==> src/rtl/bnn_pkg.sv <==
// Shared constants and state encoding for the BNN frame loader.
//   IMG_BITS/BYTE_W/NUM_BYTES : frame geometry (900 image bits + 4 pad bits)
//   RESULT_W, DIGIT_TIMEOUT   : digit width and the code reported on watchdog expiry
//   TIMEOUT_CYCLES            : inference watchdog limit (only used with BNN_TIMEOUT_EN)
package bnn_pkg;

  localparam int unsigned IMG_BITS       = 904;
  localparam int unsigned IMG_SIDE       = 30;
  localparam int unsigned BYTE_W         = 8;
  localparam int unsigned NUM_BYTES      = IMG_BITS / BYTE_W;
  localparam int unsigned RESULT_W       = 4;
  localparam logic [RESULT_W-1:0] DIGIT_TIMEOUT = 4'hF;
  localparam int unsigned TIMEOUT_CYCLES = 1024;

  typedef enum logic [1:0] {
    LOAD   = 2'd0,
    INFER  = 2'd1,
    CLEAR  = 2'd2,
    REPORT = 2'd3
  } loader_state_t;

endpackage

==> src/rtl/bnn_frame_loader.sv <==
// Host-side BNN driver: packs a 113-byte stream into the 904-bit frame, runs the
// enable/result/clear handshake with the BNN interface and reports the digit.
// Optional inference watchdog: define BNN_TIMEOUT_EN.
// Ports:
//   clk, rst_n                       clock, async active-low reset
//   rx_data/rx_valid/rx_ready        byte stream in
//   img_out, img_buffer_full         packed frame and frame-complete flag
//   bnn_enable, bnn_clear            BNN start/hold and result release
//   result_in/result_ready           BNN digit and its valid
//   digit_out/digit_valid/digit_ack  digit to downstream
//   frame_abort                      discard partial frame / pending digit
//   busy, timeout_err                activity and sticky watchdog flags
module bnn_frame_loader
  import bnn_pkg::*;
(
  input  logic                clk,
  input  logic                rst_n,
  input  logic [BYTE_W-1:0]   rx_data,
  input  logic                rx_valid,
  output logic                rx_ready,
  output logic [IMG_BITS-1:0] img_out,
  output logic                img_buffer_full,
  output logic                bnn_enable,
  output logic                bnn_clear,
  input  logic [RESULT_W-1:0] result_in,
  input  logic                result_ready,
  output logic [RESULT_W-1:0] digit_out,
  output logic                digit_valid,
  input  logic                digit_ack,
  input  logic                frame_abort,
  output logic                busy,
  output logic                timeout_err
);

  localparam int unsigned CNT_W    = $clog2(NUM_BYTES);
  localparam int unsigned LAST_IDX = NUM_BYTES - 1;

  loader_state_t       state, state_next;
  logic [CNT_W-1:0]    count, count_next;
  logic                shift_en;
  logic                digit_load;
  logic [RESULT_W-1:0] digit_next;
  logic                wd_hit;

`ifdef BNN_TIMEOUT_EN
  localparam int unsigned TO_W = $clog2(TIMEOUT_CYCLES);
  logic [TO_W-1:0] wd_cnt;

  // Watchdog: counts cycles spent in INFER, restarts on every entry.
  always_ff @(posedge clk or negedge rst_n) begin
    if (!rst_n) begin
      wd_cnt <= '0;
    end else if (state != INFER) begin
      wd_cnt <= '0;
    end else begin
      wd_cnt <= wd_cnt + TO_W'(1);
    end
  end

  assign wd_hit = (state == INFER) && (wd_cnt == TO_W'(TIMEOUT_CYCLES - 1)) && !result_ready;

  // Sticky error; a set in the same cycle as an abort wins.
  always_ff @(posedge clk or negedge rst_n) begin
    if (!rst_n) begin
      timeout_err <= 1'b0;
    end else if (wd_hit) begin
      timeout_err <= 1'b1;
    end else if (frame_abort) begin
      timeout_err <= 1'b0;
    end
  end
`else
  assign wd_hit      = 1'b0;
  assign timeout_err = 1'b0;
`endif

  // State register.
  always_ff @(posedge clk or negedge rst_n) begin
    if (!rst_n) begin
      state <= LOAD;
      count <= '0;
    end else begin
      state <= state_next;
      count <= count_next;
    end
  end

  // Next state, byte counter and datapath load enables.
  always_comb begin
    state_next = state;
    count_next = count;
    shift_en   = 1'b0;
    digit_load = 1'b0;
    digit_next = result_in;
    case (state)
      LOAD: begin
        // An abort wins over a byte accepted in the same cycle.
        if (frame_abort) begin
          count_next = '0;
        end else if (rx_valid && rx_ready) begin
          shift_en = 1'b1;
          if (count == CNT_W'(LAST_IDX)) begin
            count_next = '0;
            state_next = INFER;
          end else begin
            count_next = count + CNT_W'(1);
          end
        end
      end
      INFER: begin
        if (result_ready) begin
          digit_load = 1'b1;
          state_next = CLEAR;
        end else if (wd_hit) begin
          digit_load = 1'b1;
          digit_next = DIGIT_TIMEOUT;
          state_next = CLEAR;
        end
      end
      CLEAR: begin
        if (!result_ready) begin
          state_next = REPORT;
        end
      end
      REPORT: begin
        if (digit_ack || frame_abort) begin
          state_next = LOAD;
        end
      end
      default: state_next = LOAD;
    endcase
  end

  // Registered outputs, decoded from the next state so they align with the state register.
  always_ff @(posedge clk or negedge rst_n) begin
    if (!rst_n) begin
      img_out         <= '0;
      digit_out       <= '0;
      rx_ready        <= 1'b1;
      img_buffer_full <= 1'b0;
      bnn_enable      <= 1'b0;
      bnn_clear       <= 1'b0;
      digit_valid     <= 1'b0;
      busy            <= 1'b0;
    end else begin
      if (shift_en) begin
        img_out <= {img_out[IMG_BITS-BYTE_W-1:0], rx_data};
      end
      if (digit_load) begin
        digit_out <= digit_next;
      end
      rx_ready        <= (state_next == LOAD);
      img_buffer_full <= (state_next == INFER);
      bnn_enable      <= (state_next == INFER);
      bnn_clear       <= (state_next == CLEAR);
      digit_valid     <= (state_next == REPORT);
      busy            <= (state_next != LOAD) || (count_next != '0);
    end
  end

endmodule

==> config.mk <==
export PLATFORM = sky130hd
export DESIGN_NAME = bnn_frame_loader
export DESIGN_NICKNAME = d
export VERILOG_FILES = /design/src/rtl/bnn_pkg.sv /design/src/rtl/bnn_frame_loader.sv
export SDC_FILE = /design/constraint.sdc
export NUM_CORES = 2
export LEC_CHECK = 0
export BUFFER_PORTS_ARGS = -buffer_cell sky130_fd_sc_hd__buf_2
export CAP_MARGIN = 10
export CORE_AREA = 10 10 354 356
export CTS_CLUSTER_SIZE = 20
export DETAILED_ROUTE_END_ITERATION = 10
export DIE_AREA = 0 0 364 366
export PLACE_DENSITY = 0.56
export SYNTH_ARGS = -nofsm -noshare
export SYNTH_HDL_FRONTEND = slang
export SYNTH_SLANG_ARGS = --single-unit
==> constraint.sdc <==
create_clock -name clk -period 1.9 [get_ports clk]
set_input_delay 0.285 -clock clk [delete_from_list [all_inputs] [get_ports clk]]
set_output_delay 0.285 -clock clk [all_outputs]
set_load 0.03 [all_outputs]
==> impl_metrics.env <==
export IMPL_status="finished, violations left"
export IMPL_violations="setup timing"
export IMPL_cp_slowest_cell="dfrtp_1"
export IMPL_arrival_ns=2.59
export IMPL_syn_num_nets=2019
export IMPL_r2r_end="img_out[482]"
export IMPL_h_tree_depth=3
export IMPL_power_frac_seq=0.432
export IMPL_async_reset_ff_frac=1.00
export IMPL_initial_core_util=0.292
export IMPL_grt_pass1_wl_um=163000
export IMPL_finalClockSkew_ns=0.0322
export IMPL_cp_top_family="buffers and inverters"
export IMPL_ios=933
export IMPL_grt_overflow=0
export IMPL_final_cells=4738
export IMPL_post_dp_hpwl_um=84200
export IMPL_multi_input_area_um2=11000
export IMPL_area_delta_synth_final_pct=36.3
export IMPL_clkPwrFrac=0.399
export IMPL_cp_data_required_time_ns=2.45
export IMPL_synth_edf_count=0
export IMPL_seq_area_um2=23100
export IMPL_setup_tns_ns=-68.47
export IMPL_ys_types=40
export IMPL_ant_nets=0
export IMPL_min_period_over_period=1.08
export IMPL_grt_pass1_vias=22700
export IMPL_cts_buffers=100
export IMPL_combinationalPowerShare=0.169
export IMPL_ys_ff_latch=922
export IMPL_remaining_drc_errors=0
export IMPL_crit_type="flop to flop"
export IMPL_row_count=126
export IMPL_placedCellCount=4483
export IMPL_clk_latency_ns=0.68
export IMPL_leakagePower_nw=26.3
export IMPL_place_congestion=0.800
export IMPL_peakVddDrop_mv=0.778
export IMPL_critPathMaxStageDelay_ns=0.37
export IMPL_hold_path_class="input port to asynchronous set/reset pin"
export IMPL_dp_slack_ns=-0.166
export IMPL_intPower_w=0.0352
export IMPL_cp_num_buf_inv=4
export IMPL_syn_cell_area_um2=34300
export IMPL_rsz0062_at_grt="true"
export IMPL_worstMarginPinSlew_ns=0.572
export IMPL_r2r_cells=7
export IMPL_path_clk_slew_ns=0.06
export IMPL_die_area_um2=133000
export IMPL_fillers=11200
export IMPL_setup_viol=827
export IMPL_yosysSeqAreaShare=0.672
export IMPL_fin_ws_ns=-0.146
export IMPL_cts_tree="built"
export IMPL_nets=3136
export IMPL_core_um2=118000
export IMPL_yosys_warnings=0
export IMPL_finalMaxSlewViolations=0
export IMPL_firstDrtPassIters=4
export IMPL_setup_worst_path_start_class="flop"
export IMPL_die_w_um=364
export IMPL_syn_inst=1999
export IMPL_numPortBuffers=931
export IMPL_crit_chain="or2_4 -> nor3_4 -> buf_12 -> buf_16 -> buf_16 -> buf_12 -> mux2_2"
export IMPL_p_sw_w=0.0132
export IMPL_drive_gt1_frac=0.587
export IMPL_fin_crit_ns=2.05
export IMPL_drt_iter0_markers=989
export IMPL_vias_per_cell=4.48
export IMPL_syn_area_per_cell_um2=17.2
export IMPL_grt_usage=0.163
export IMPL_die_h_um=366
export IMPL_r2r_start="state[1]"
export IMPL_powerDensity_nw_per_um2=1030
export IMPL_rrSetupSlack_ns=-0.15
export IMPL_wl_per_cell_um=23.8
export IMPL_grt_max_degree=92
export IMPL_wirelength_um=113000
export IMPL_path_max_fanout=14
export IMPL_fmax_mhz=489
export IMPL_clk_path_buf_depth=3
export IMPL_swShare=0.272
export IMPL_hold_violations=0
export IMPL_cts_sink_count=922
export IMPL_drv_cap=0
export IMPL_slew_headroom=0.615
export IMPL_vias=21200
export IMPL_ctsRootBufferMaster="clkbuf_16"
export IMPL_synth_ff_type="dfrtp_1"
export IMPL_antenna_found_initial=5
export IMPL_endpoint_kind="flop"
Yosys cell counts, drive strengths merged, types with 3 or more instances:
cell type / instances / area (µm²)
dfrtp: 921 / 23000
mux2: 908 / 10200
buf: 103 / 611
nand2: 6 / 22.5
inv: 5 / 18.8
nor2: 5 / 18.8
o21ai: 5 / 25.0
a21oi: 3 / 15.0
nand4: 3 / 18.8
nor3: 3 / 26.3
or4: 3 / 22.5
state kept, by name (all words and copies together) (netlist names):
register     flops
bnn_enable       1
digit_out        4
rx_ready         1
digit_valid      1
busy             1
state            2
count            7
bnn_clear        1
img_out        904
power groups by stage:
| stage | Clock, W | Combinational [W] | Sequential [W] |
|---|---|---|---|
| after detailed placement | 0 | 0.00682 | 0.0212 |
| after global routing | 0.0207 | 0.00861 | 0.0210 |
| after CTS | 0.0199 | 0.00785 | 0.0209 |
| after global placement | 0 | 0.00682 | 0.0212 |
| after floorplan | 0 | 0.00313 | 0.0224 |
| final | 0.0193 | 0.00816 | 0.0209 |
through the flow:
stage               hold slack, ns  power [W]   util  area (µm²)
floorplan                  -0.0106     0.0255      -       34500
finish                       0.123     0.0484  0.397       46800
global placement             0.220     0.0281  0.354       41700
CTS                         0.0627     0.0487  0.392       46200
global route                0.0939     0.0503  0.397       46800
detailed placement           0.221     0.0281  0.354       41700
area by class of cell:
cell class | instances | area share
multi-input combinational | 968 | 0.235
antenna | 10 | 0.000535
inverter | 5 | 0.000401
tap | 1536 | 0.0411
timing repair buffer | 1119 | 0.160
sequential | 922 | 0.493
clock inverter | 27 | 0.00727
clock buffer | 151 | 0.0627
worst reg2reg max path, stage by stage (launching register included):
cell,delay (ns)
dfrtp_1,0.37
or2_4,0.26
nor3_4,0.20
buf_12,0.17
buf_16,0.17
buf_16,0.21
buf_12,0.20
mux2_2,0.35
metal layers:
layer  global-route usage  routed length [µm]  up-vias
met2                0.276               55400      678
met5                    0                   0        -
li1                     -                   -     9421
met3               0.0538                9260      188
met4               0.0642                4370        0
met1                0.188               43600    10900
worst max path at each step:
stage	from	end	depth (start not counted)
2_1_floorplan	state[1]	img_out[536]	7
3_3_place_gp	state[1]	img_out[415]	5
3_5_place_dp	state[1]	img_out[375]	5
4_1_cts	state[1]	img_out[293]	6
5_1_grt	state[1]	img_out[614]	7
6_report	state[1]	img_out[482]	7
cell families (layout without fill, tap and decap cells):
logic type,Yosys count,count (layout),synth area share
compound gates,22,22,0.00448
fa+ha+maj,2,2,0.000729
buf+inv,109,1302,0.0184
flops,922,922,0.672
mux,908,908,0.298
other cells,1,11,0.000109
simple gates,35,35,0.00631
placed cells by master, fill, tap and decap left out, types with 2 or more instances in the layout:
cell / instances
diode_2: 10
mux2_1: 303
mux2_4: 81
inv_6: 2
clkbuf_8: 24
o21ai_2: 3
buf_12: 48
nand4_1: 3
nor2b_1: 2
or4_1: 3
dlygate4sd3_1: 15
clkinv_2: 14
nor2_1: 4
a22oi_1: 2
o21ai_0: 2
nor3_1: 2
clkbuf_16: 107
buf_2: 930
clkbuf_1: 27
a211o_1: 2
nand2_1: 6
clkinv_16: 2
mux2_2: 524
ha_1: 2
buf_16: 27
buf_6: 11
bufinv_16: 4
buf_8: 5
buf_4: 75
dfrtp_1: 921
a21oi_1: 3
clkinv_8: 2
o22ai_1: 2
inv_1: 5
what timing repair did:
| item | CTS | global route |
|---|---|---|
| hold endpoints to repair | 592 | 0 |
| hold buffers | 15 | 0 |
| cloned | 14 | 7 |
| pin swaps | 1 | 2 |
| setup buffers | 20 | 11 |
| resized for setup | 93 | 75 |
| endpoints found under the setup margin | 858 | 888 |
No activity file was read; power rests on OpenSTA's default activity.
